[src/rtl/branch_resolve_unit.sv]
// ---------------------------------------------------------------------------
// branch_resolve_unit
//
// Execute-stage partner of the fetch-stage bimodal predictor. Each fetch-time
// prediction (taken bit and predicted target) travels with its PC through the
// F->D and D->E pipeline registers. In E the prediction is compared with the
// real branch outcome. On a mispredict the block redirects fetch and requests
// flushes of D and E. Every branch that reaches E also produces a registered
// training update for the predictor's saturating-counter table.
//
// Parameters:
//   IDX_W        predictor table index width; index = PC[IDX_W+1:2]
//   CNT_W        performance counter width (only with BRU_PERF_CNT_EN)
//
// Ports:
//   clk          clock, rising edge
//   reset        synchronous reset, active low
//   BPF          fetch-stage prediction (1 = taken)
//   BPTargetF    fetch-stage predicted target
//   PCF          fetch PC
//   StallD       hold the D register (a bubble goes into E)
//   FlushD       external flush of D
//   FlushE       external flush of E
//   BranchE      instruction in E is a conditional branch
//   TakenE       actual branch outcome in E
//   PCTargetE    computed branch target in E
//   PCPlus4E     fall-through PC in E
//   Redirect     mispredict resolved in E this cycle
//   RedirectPC   correct next PC while Redirect=1
//   FlushReqD    flush request for D (same as Redirect)
//   FlushReqE    flush request for E (same as Redirect)
//   UpdValid     predictor training strobe, one cycle after E
//   UpdIdx       predictor table index to train
//   UpdTaken     outcome to train with
//   BranchCnt    resolved-branch count, saturating (BRU_PERF_CNT_EN only)
//   MissCnt      mispredict count, saturating (BRU_PERF_CNT_EN only)
//
// Optional feature macro: BRU_PERF_CNT_EN adds the two performance counters.
// ---------------------------------------------------------------------------
module branch_resolve_unit #(
  parameter int IDX_W = 6
`ifdef BRU_PERF_CNT_EN
  ,
  parameter int CNT_W = 32
`endif
) (
  input  logic             clk,
  input  logic             reset,
  input  logic             BPF,
  input  logic [31:0]      BPTargetF,
  input  logic [31:0]      PCF,
  input  logic             StallD,
  input  logic             FlushD,
  input  logic             FlushE,
  input  logic             BranchE,
  input  logic             TakenE,
  input  logic [31:0]      PCTargetE,
  input  logic [31:0]      PCPlus4E,
  output logic             Redirect,
  output logic [31:0]      RedirectPC,
  output logic             FlushReqD,
  output logic             FlushReqE,
  output logic             UpdValid,
  output logic [IDX_W-1:0] UpdIdx,
  output logic             UpdTaken
`ifdef BRU_PERF_CNT_EN
  ,
  output logic [CNT_W-1:0] BranchCnt,
  output logic [CNT_W-1:0] MissCnt
`endif
);

  typedef enum logic {
    IDLE    = 1'b0,
    RECOVER = 1'b1
  } bru_state_t;

  bru_state_t state;
  bru_state_t stateNext;

  logic        vldD;
  logic        bpD;
  logic [31:0] tgtD;
  logic [31:0] pcD;

  logic        vldE;
  logic        bpE;
  logic [31:0] tgtE;
  logic [31:0] pcE;

  // Only the index bits of the PC in E are needed for training; the rest of
  // the PC rides along so the pipeline registers carry the full instruction.
  logic unusedPcBits;
  assign unusedPcBits = ^{pcE[31:IDX_W+2], pcE[1:0]};

  // F->D register. A flush (external or from a mispredict) clears the slot and
  // takes priority over a stall; otherwise a stall holds the current contents.
  always_ff @(posedge clk) begin
    if (!reset) begin
      vldD <= 1'b0;
      bpD  <= 1'b0;
      tgtD <= 32'h0;
      pcD  <= 32'h0;
    end else if (FlushD || Redirect) begin
      vldD <= 1'b0;
      bpD  <= 1'b0;
      tgtD <= 32'h0;
      pcD  <= 32'h0;
    end else if (!StallD) begin
      vldD <= 1'b1;
      bpD  <= BPF;
      tgtD <= BPTargetF;
      pcD  <= PCF;
    end
  end

  // D->E register. While D is stalled its instruction must not also advance,
  // so E receives a bubble; flushes and mispredicts also leave E empty.
  always_ff @(posedge clk) begin
    if (!reset) begin
      vldE <= 1'b0;
      bpE  <= 1'b0;
      tgtE <= 32'h0;
      pcE  <= 32'h0;
    end else if (FlushE || Redirect || StallD) begin
      vldE <= 1'b0;
      bpE  <= 1'b0;
      tgtE <= 32'h0;
      pcE  <= 32'h0;
    end else begin
      vldE <= vldD;
      bpE  <= bpD;
      tgtE <= tgtD;
      pcE  <= pcD;
    end
  end

  // Mispredict detection. Direction errors and wrong targets on correctly
  // predicted taken branches all redirect. Resolution is suppressed in
  // RECOVER so a wrong-path slot can never trigger a second redirect. An
  // external FlushE in the same cycle does not stop resolution because it only
  // empties E at the next edge.
  always_comb begin
    Redirect   = 1'b0;
    RedirectPC = PCPlus4E;
    if (vldE && BranchE && (state == IDLE)) begin
      if (bpE && !TakenE) begin
        Redirect   = 1'b1;
        RedirectPC = PCPlus4E;
      end else if (!bpE && TakenE) begin
        Redirect   = 1'b1;
        RedirectPC = PCTargetE;
      end else if (bpE && TakenE && (tgtE != PCTargetE)) begin
        Redirect   = 1'b1;
        RedirectPC = PCTargetE;
      end
    end
  end

  assign FlushReqD = Redirect;
  assign FlushReqE = Redirect;

  // Recovery FSM state register.
  always_ff @(posedge clk) begin
    if (!reset) begin
      state <= IDLE;
    end else begin
      state <= stateNext;
    end
  end

  // Recovery FSM next state: one RECOVER cycle after every redirect.
  always_comb begin
    stateNext = state;
    case (state)
      IDLE: begin
        if (Redirect) begin
          stateNext = RECOVER;
        end
      end
      RECOVER: begin
        stateNext = IDLE;
      end
      default: begin
        stateNext = IDLE;
      end
    endcase
  end

  // Training update, registered one cycle after E. Every valid branch trains
  // the table, mispredicted or not, including during RECOVER. Index and
  // outcome hold their last value between strobes.
  always_ff @(posedge clk) begin
    if (!reset) begin
      UpdValid <= 1'b0;
      UpdIdx   <= '0;
      UpdTaken <= 1'b0;
    end else begin
      UpdValid <= vldE && BranchE;
      if (vldE && BranchE) begin
        UpdIdx   <= pcE[IDX_W+1:2];
        UpdTaken <= TakenE;
      end
    end
  end

`ifdef BRU_PERF_CNT_EN
  localparam logic [CNT_W-1:0] CntOne = {{(CNT_W-1){1'b0}}, 1'b1};

  // Saturating performance counters: branches count on each training strobe,
  // misses on each redirect. Both stop at all-ones instead of wrapping.
  always_ff @(posedge clk) begin
    if (!reset) begin
      BranchCnt <= '0;
      MissCnt   <= '0;
    end else begin
      if (UpdValid && (BranchCnt != {CNT_W{1'b1}})) begin
        BranchCnt <= BranchCnt + CntOne;
      end
      if (Redirect && (MissCnt != {CNT_W{1'b1}})) begin
        MissCnt <= MissCnt + CntOne;
      end
    end
  end
`endif

endmodule

[config.mk]
export PLATFORM = sky130hd
export DESIGN_NAME = branch_resolve_unit
export DESIGN_NICKNAME = d
export VERILOG_FILES = /design/src/rtl/branch_resolve_unit.sv
export SDC_FILE = /design/constraint.sdc
export NUM_CORES = 1
export LEC_CHECK = 0
export ABC_AREA = 0
export CORE_MARGIN = 4
export CORE_UTILIZATION = 38
export DETAILED_ROUTE_END_ITERATION = 8
export PLACE_DENSITY_LB_ADDON = 0.25
export SLEW_MARGIN = 10
export SYNTH_ARGS = -nofsm -noshare
export SYNTH_HDL_FRONTEND = slang
export SYNTH_SLANG_ARGS = --single-unit
[constraint.sdc]
create_clock -name clk -period 3.7 [get_ports clk]
set_input_delay 1.11 -clock clk [delete_from_list [all_inputs] [get_ports clk]]
set_output_delay 1.11 -clock clk [all_outputs]
set_load 0.01 [all_outputs]
==> results of run 1 <==
cells by family after synthesis:
family,Yosys count,share of synthesized area
flip-flops,89,0.4451
buffers and inverters,40,0.04845
AO/OA/AOI/OAI,12,0.02438
XOR/XNOR,31,0.06783
AND/OR/NAND/NOR,153,0.2266
multiplexers,71,0.1876
power breakdown:
group          internal (mW)  switching [mW]
clock                  0.245           0.333
combinational          0.192           0.113
sequential             0.975         0.00976
total                   1.41           0.456
final cells by class:
cell class / instances / share of cell area
clock buffers: 10 / 0.02062
multi-input cells: 267 / 0.3603
inverters: 2 / 0.001213
flip-flops and latches: 89 / 0.2879
clock inverters: 6 / 0.006874
well taps: 136 / 0.02750
repair buffers: 182 / 0.2956
cells in the mapped netlist:
cell type	count
nand3b_1	1
clkbuf_1	22
a31oi_2	1
nand2b_1	2
nor4_2	20
dfxtp_1	89
nor4_1	20
mux2_2	32
buf_2	11
xor2_1	2
o21ai_0	1
inv_1	2
nor3b_1	1
a2111oi_2	1
nand4_1	6
xnor2_1	29
nand3_1	48
a21boi_0	7
buf_6	3
mux2i_1	39
nand2_1	10
buf_4	2
nor4b_1	1
a21oi_1	1
nor3_1	1
nor4b_2	1
nor2_1	41
and3_1	1
o21a_1	1
registers in the layout, summed over array words and instances (netlist names):
name / count
UpdIdx: 6
UpdTaken: 1
UpdValid: 1
bpD: 1
bpE: 1
pcD: 6
pcE: 6
state: 1
tgtD: 32
tgtE: 32
vldD: 1
vldE: 1
how the worst max path moves through the flow:
stage | startpoint | endpoint | cells past startpoint
global placement | PCTargetE[11] | RedirectPC[9] | 9
finish | PCTargetE[21] | RedirectPC[18] | 9
global route | PCTargetE[8] | RedirectPC[18] | 10
detailed placement | PCTargetE[11] | RedirectPC[9] | 9
floorplan | BranchE | RedirectPC[10] | 7
CTS | PCTargetE[22] | RedirectPC[18] | 10
stage by stage:
| step | cells | hold slack [ps] |
|---|---|---|
| floorplan | 396 | 421.6 |
| global placement | 661 | 428.6 |
| detailed placement | 661 | 432.3 |
| CTS | 691 | 435.5 |
| global route | 692 | 468.2 |
| finish | 692 | 435.7 |
worst max-delay path: cells and delay by family:
family,cells,cell delay (ps)
multiplexers,1,300
AO/OA/AOI/OAI,1,170
XOR/XNOR,1,150
buffers and inverters,4,700
AND/OR/NAND/NOR,2,420
layer usage:
layer / global-route usage / up-vias / part of all wire
met4: 0.05255 / 0 / 0.015
met3: 0.04932 / 14 / 0.051
li1: - / 1712 / -
met5: 0 / - / 0
met2: 0.3135 / 100 / 0.50
met1: 0.2347 / 1645 / 0.43
what timing repair did:
| action | 4_1_cts | 5_1_grt |
|---|---|---|
| endpoints found under the setup margin | 35 | 35 |
| buffers inserted | 12 | 1 |
| gates resized for setup | 282 | 21 |
| pin swaps | 32 | 10 |
| gates cloned | 2 | 0 |
==> reports/metrics.yaml, run 1 <==
status: "complete, but fails checks"
violations: "negative setup slack"
critPathMaxFanout: 8
io_buffers: 152
end_kind: "primary output"
yosysSeqAreaShare: 0.4451
utilization: 0.6021
clock_skew_ps: 13.56
cts_made_buffers: 9
cts_tree: "done"
grt_max_degree: 42
ctsHoldBuffers: 0
finalCriticalPeriod_ps: 3962
antenna_found_initial: 0
holdCritPathClass: "flip-flop to flip-flop"
routed_wirelength_um: 11470
synth_warnings: 0
dieWidth_um: 110.6
route.detailed.drc: 0
htree_levels: 3
r2r_start: "tgtE[17]"
synth_area_leaders: "dfxtp_1 (45%), mux2i_1 (9.8%), mux2_2 (9.0%), xnor2_1 (6.3%), nor4_2 (6.3%)"
cp_slowest_stage_delay_ps: 300
pre_cts_ws_ps: -936.4
synth_top_cell_by_area: "dfxtp_1"
grt_pass1_vias: 3567
num_vias: 3471
total_power_mw: 1.868
fin_ws_ps: -261.9
clockRootBuffer: "clkbuf_8"
fp.dieH_um: 110.6
nets: 687
drv_slew: 0
grt.total_usage: 0.1862
dpl_cell_area_mm2: 0.005665
seqCellArea_mm2: 0.001782
wire_per_inst_um: 16.58
firstDrtPassIters: 4
crit_chain: "dlygate4sd2_1, xnor2_1, nand4_1, nor3_2, a31oi_4, buf_12, buf_16, mux2_4, buf_6"
grt_overflow: 0
ios: 179
hpwl_um: 8093
synth_nets: 532
yosysTopAreaCellShare: 0.4451
drive_above_1_share: 0.3165
hp-start: "pcD[4]"
crit_type: "input pin to primary output"
finalCritPeriodShare: 1.071
synth_cell_types: 29
r2r_slack_ps: 1260
final_antenna_net_count: 0
antennaDiodeCount: 0
maxCapViolations: 0
core_area_mm2: 0.01028
cp_slowest_cell: "mux2_4"
setup-tns-final_ps: -7016
drt_iter0_drc: 121
arrival_ps: 2850
ctsLongestPathBuffers: 2
design_area_mm2: 0.006188
path_clk_slew_ps: 90
synth.avg_cell_area_um2: 10.11
ys_seq_elements: 89
initial_core_util: 0.3895
clkLatencyLatePin_ps: 350
areaGrowthSynthToFinish_pct: 54.61
tightest_slew_ps: 756.6
cts.sinks: 89
rsz0062_at_grt: "true"
required_ps: 2590
final_cell_mix: "dfxtp_1 (89), clkdlybuf4s50_1 (83), nand3_1 (48)"
gp_congestion: 0.8657
worstHoldPathCells: 2
viasPerCell: 5.016
synth_area_mm2: 0.004003
num_rows: 37
slew-limit-headroom: 0.4956
fillers: 865
netlist_instances: 396
grt_first_pass_wirelength_um: 18670
hold_violations: 0
reg2reg_to: "vldD"
p_leak_nw: 2.449
multiInputGateArea_mm2: 0.002230
min_to: "pcE[4]"
setup_viol: 35
reg2regPathDepth: 10
max_freq_mhz: 252.4
power_per_cell_area_mw_per_mm2: 301.9
vdd_drop_max_mv: 0.2108
critPathLaunchType: "input pin"
dieArea_mm2: 0.01224
final_common_cell: "dfxtp_1"
No activity file was read; power rests on OpenSTA's default activity.
==> run 2: changes to the inputs <==
--- a/config.mk
+++ b/config.mk
@@ -6,8 +6,10 @@
 export NUM_CORES = 1
 export LEC_CHECK = 0
 export ABC_AREA = 0
+export CELL_PAD_IN_SITES_DETAIL_PLACEMENT = 1
+export CELL_PAD_IN_SITES_GLOBAL_PLACEMENT = 1
 export CORE_MARGIN = 4
-export CORE_UTILIZATION = 38
+export CORE_UTILIZATION = 28
 export DETAILED_ROUTE_END_ITERATION = 8
 export PLACE_DENSITY_LB_ADDON = 0.25
 export SLEW_MARGIN = 10
==> run 2 against run 1 <==
Against the previous run: the run still ends with negative setup slack left; total power is 14% higher; clock power grew 42%; register-to-register slack worse by 30 ps; die area rose by 33%; final cell count grew 6.6%; wire length is 19% higher; global-route usage fell by 1.8 points; first-iteration DRC count decreased by 6.6%; worst setup slack worse by 9.9 ps; maximum frequency decreased by 0.25%; highest routed layer unchanged.
==> reports/metrics.yaml, run 2 (synthesized netlist as in run 1, its figures left out) <==
num_rows: 43  # +16%
vdd_drop_max_mv: 0.1904  # -9.7%
combPwrFrac: 0.150  # -0.013
fin_ws_ps: -271.8  # -9.911 ps
cp_slowest_cell: "mux2_4"
antennaDiodeCount: 0  # unchanged
cts_tree: "done"
crit_family: "buffers and inverters"
hold_violations: 0  # unchanged
top_regs: "tgtD: 32 flops, tgtE: 32 flops"
p_sw_uw: 464.8  # +1.9%
viasPerCell: 4.808  # -4.2%
gp_congestion: 0.8048  # -7.0%
fin_hold_ws_ps: 441.0  # +5.274 ps
routed_wirelength_um: 13650  # +19%
grt_overflow: 0  # unchanged
maxCapViolations: 0  # unchanged
status: "complete, but fails checks"
worst-path-buf-inv: 6  # +2
firstDrtPassIters: 4  # unchanged
route.detailed.drc: 0  # unchanged
initial_core_util: 0.2872  # -0.1022
num_vias: 3548  # +2.2%
p_int_mw: 1.662  # +18%
clkLatencyLatePin_ps: 330  # -20 ps
finalCriticalPeriod_ps: 3972  # +9.911 ps
hpwl_um: 9388  # +16%
finalCritPeriodShare: 1.073  # +0.002679
required_ps: 2590  # about the same
final_cell_mix: "dfxtp_1 (89), clkdlybuf4s50_1 (83), nand3_1 (48), buf_6 (48), nor2_1 (40)"
dieArea_mm2: 0.01627  # +33%
ctsLongestPathBuffers: 2  # unchanged
clock_skew_ps: 3.367  # -10.20 ps
antenna_found_initial: 0  # unchanged
end_kind: "primary output"
cp_slowest_stage_delay_ps: 290  # about the same
grt_first_pass_wirelength_um: 21420  # +15%
drive_above_1_share: 0.3244  # +0.007826
drt_iter0_drc: 113  # -6.6%
holdCritPathClass: "flip-flop to flip-flop"
nets: 691  # +0.58%
max_freq_mhz: 251.8  # -0.25%
rsz0062_at_grt: "true"
critPathLaunchType: "input pin"
arrival_ps: 2860  # about the same
clockRootBuffer: "clkbuf_16"
grt_pass1_vias: 3904  # +9.4%
power_per_cell_area_mw_per_mm2: 331.6  # +9.8%
multiInputGateArea_mm2: 0.002246  # +0.73%
r2r_start: "tgtE[9]"
fp.dieH_um: 127.6  # +15%
final_common_cell: "dfxtp_1"
p_leak_nw: 2.526  # +3.1%
clkPwrFrac: 0.386  # +0.076
setup_viol: 35  # unchanged
pre_cts_ws_ps: -958.6  # -22.20 ps
tightest_slew_ps: 727.8  # -28.84 ps
p_sw_frac: 0.2185  # -0.02563
ios: 179  # unchanged
wire_per_inst_um: 18.50  # +12%
setup.worst_path.start: "PCTargetE[21]"
grt_max_degree: 50  # +19%
violations: "negative setup slack"
critPathMaxFanout: 5  # -3
final_antenna_net_count: 0  # unchanged
ctsHoldBuffers: 0  # unchanged
io_buffers: 152  # unchanged
cts_made_buffers: 9  # unchanged
path_clk_slew_ps: 60  # -30 ps
crit_chain: "dlygate4sd2_1, xnor2_1, nand4_1, nor3_2, buf_4, a31oi_4, buf_12, buf_8, buf_6, mux2_4, buf_6"
power_frac_seq: 0.464  # -0.063
cts.sinks: 89  # unchanged
fillers: 1518  # +75%
slew-limit-headroom: 0.5148  # +0.01923
htree_levels: 3  # unchanged
drv_slew: 0  # unchanged
cp_common_cell: "buf_6"
dieWidth_um: 127.6  # +15%
areaGrowthSynthToFinish_pct: 60.24
utilization: 0.4603  # -0.1419
seqCellArea_mm2: 0.001782  # unchanged
hp-start: "tgtD[21]"
core_area_mm2: 0.01393  # +36%
grt.total_usage: 0.1677  # -0.01849
crit_type: "input pin to primary output"
==> run 2: worst min-delay path: stages (launching register included) <==
cell and delay, ps:
dfxtp_1 310, nand3_1 60, nor2_1 30
==> run 2: metal layers <==
| metal | up-vias | wire (um) | share of wire | global-route usage |
|---|---|---|---|---|
| met5 | - | 0 | 0 | 0 |
| met4 | 0 | 177 | 0.013 | 0.04858 |
| met3 | 11 | 839 | 0.061 | 0.04306 |
| met2 | 99 | 6882 | 0.50 | 0.2862 |
| met1 | 1715 | 5750 | 0.42 | 0.2088 |
| li1 | 1723 | - | - | - |
==> run 2: final timing paths <==
check | endpoint | slack, ps | cells after the start
setup / recovery | RedirectPC[14] | -270 | 11
hold / removal | tgtE[21] | 440 | 2
setup reg to reg | vldD | 1230 | 10
hold reg to reg | tgtE[21] | 440 | 2
==> run 2: through the flow <==
step	instance area, um2	TNS, ps	instances	power (mW)
after floorplan	4003	0	396	1.117
after global placement	5736	-34260	707	1.304
after detailed placement	5736	-32040	707	1.309
after CTS	6414	-10800	741	2.144
after global routing	6414	-9999	738	2.223
final	6414	-6942	738	2.127
==> run 2: what timing repair did <==
item,CTS,global route
gates cloned,3,0
setup endpoints to repair,35,35
resized for setup,308,33
pin swaps,36,24
buffers inserted,18,2
==> run 2: layout make-up <==
cell class / count / share of cell area
Inverter: 2 / 0.001171
Tap cell: 180 / 0.03512
Multi-Input combinational cell: 267 / 0.3502
Timing Repair Buffer: 186 / 0.2946
Sequential cell: 89 / 0.2778
Clock buffer: 14 / 0.04116
==> run 2: power by group through the flow <==
stage	clock network, mW	logic, mW	registers, mW
2_1_floorplan	0	0.114	1.00
6_report	0.820	0.320	0.987
3_5_place_dp	0	0.302	1.01
5_1_grt	0.893	0.342	0.988
4_1_cts	0.843	0.314	0.986
3_3_place_gp	0	0.298	1.01
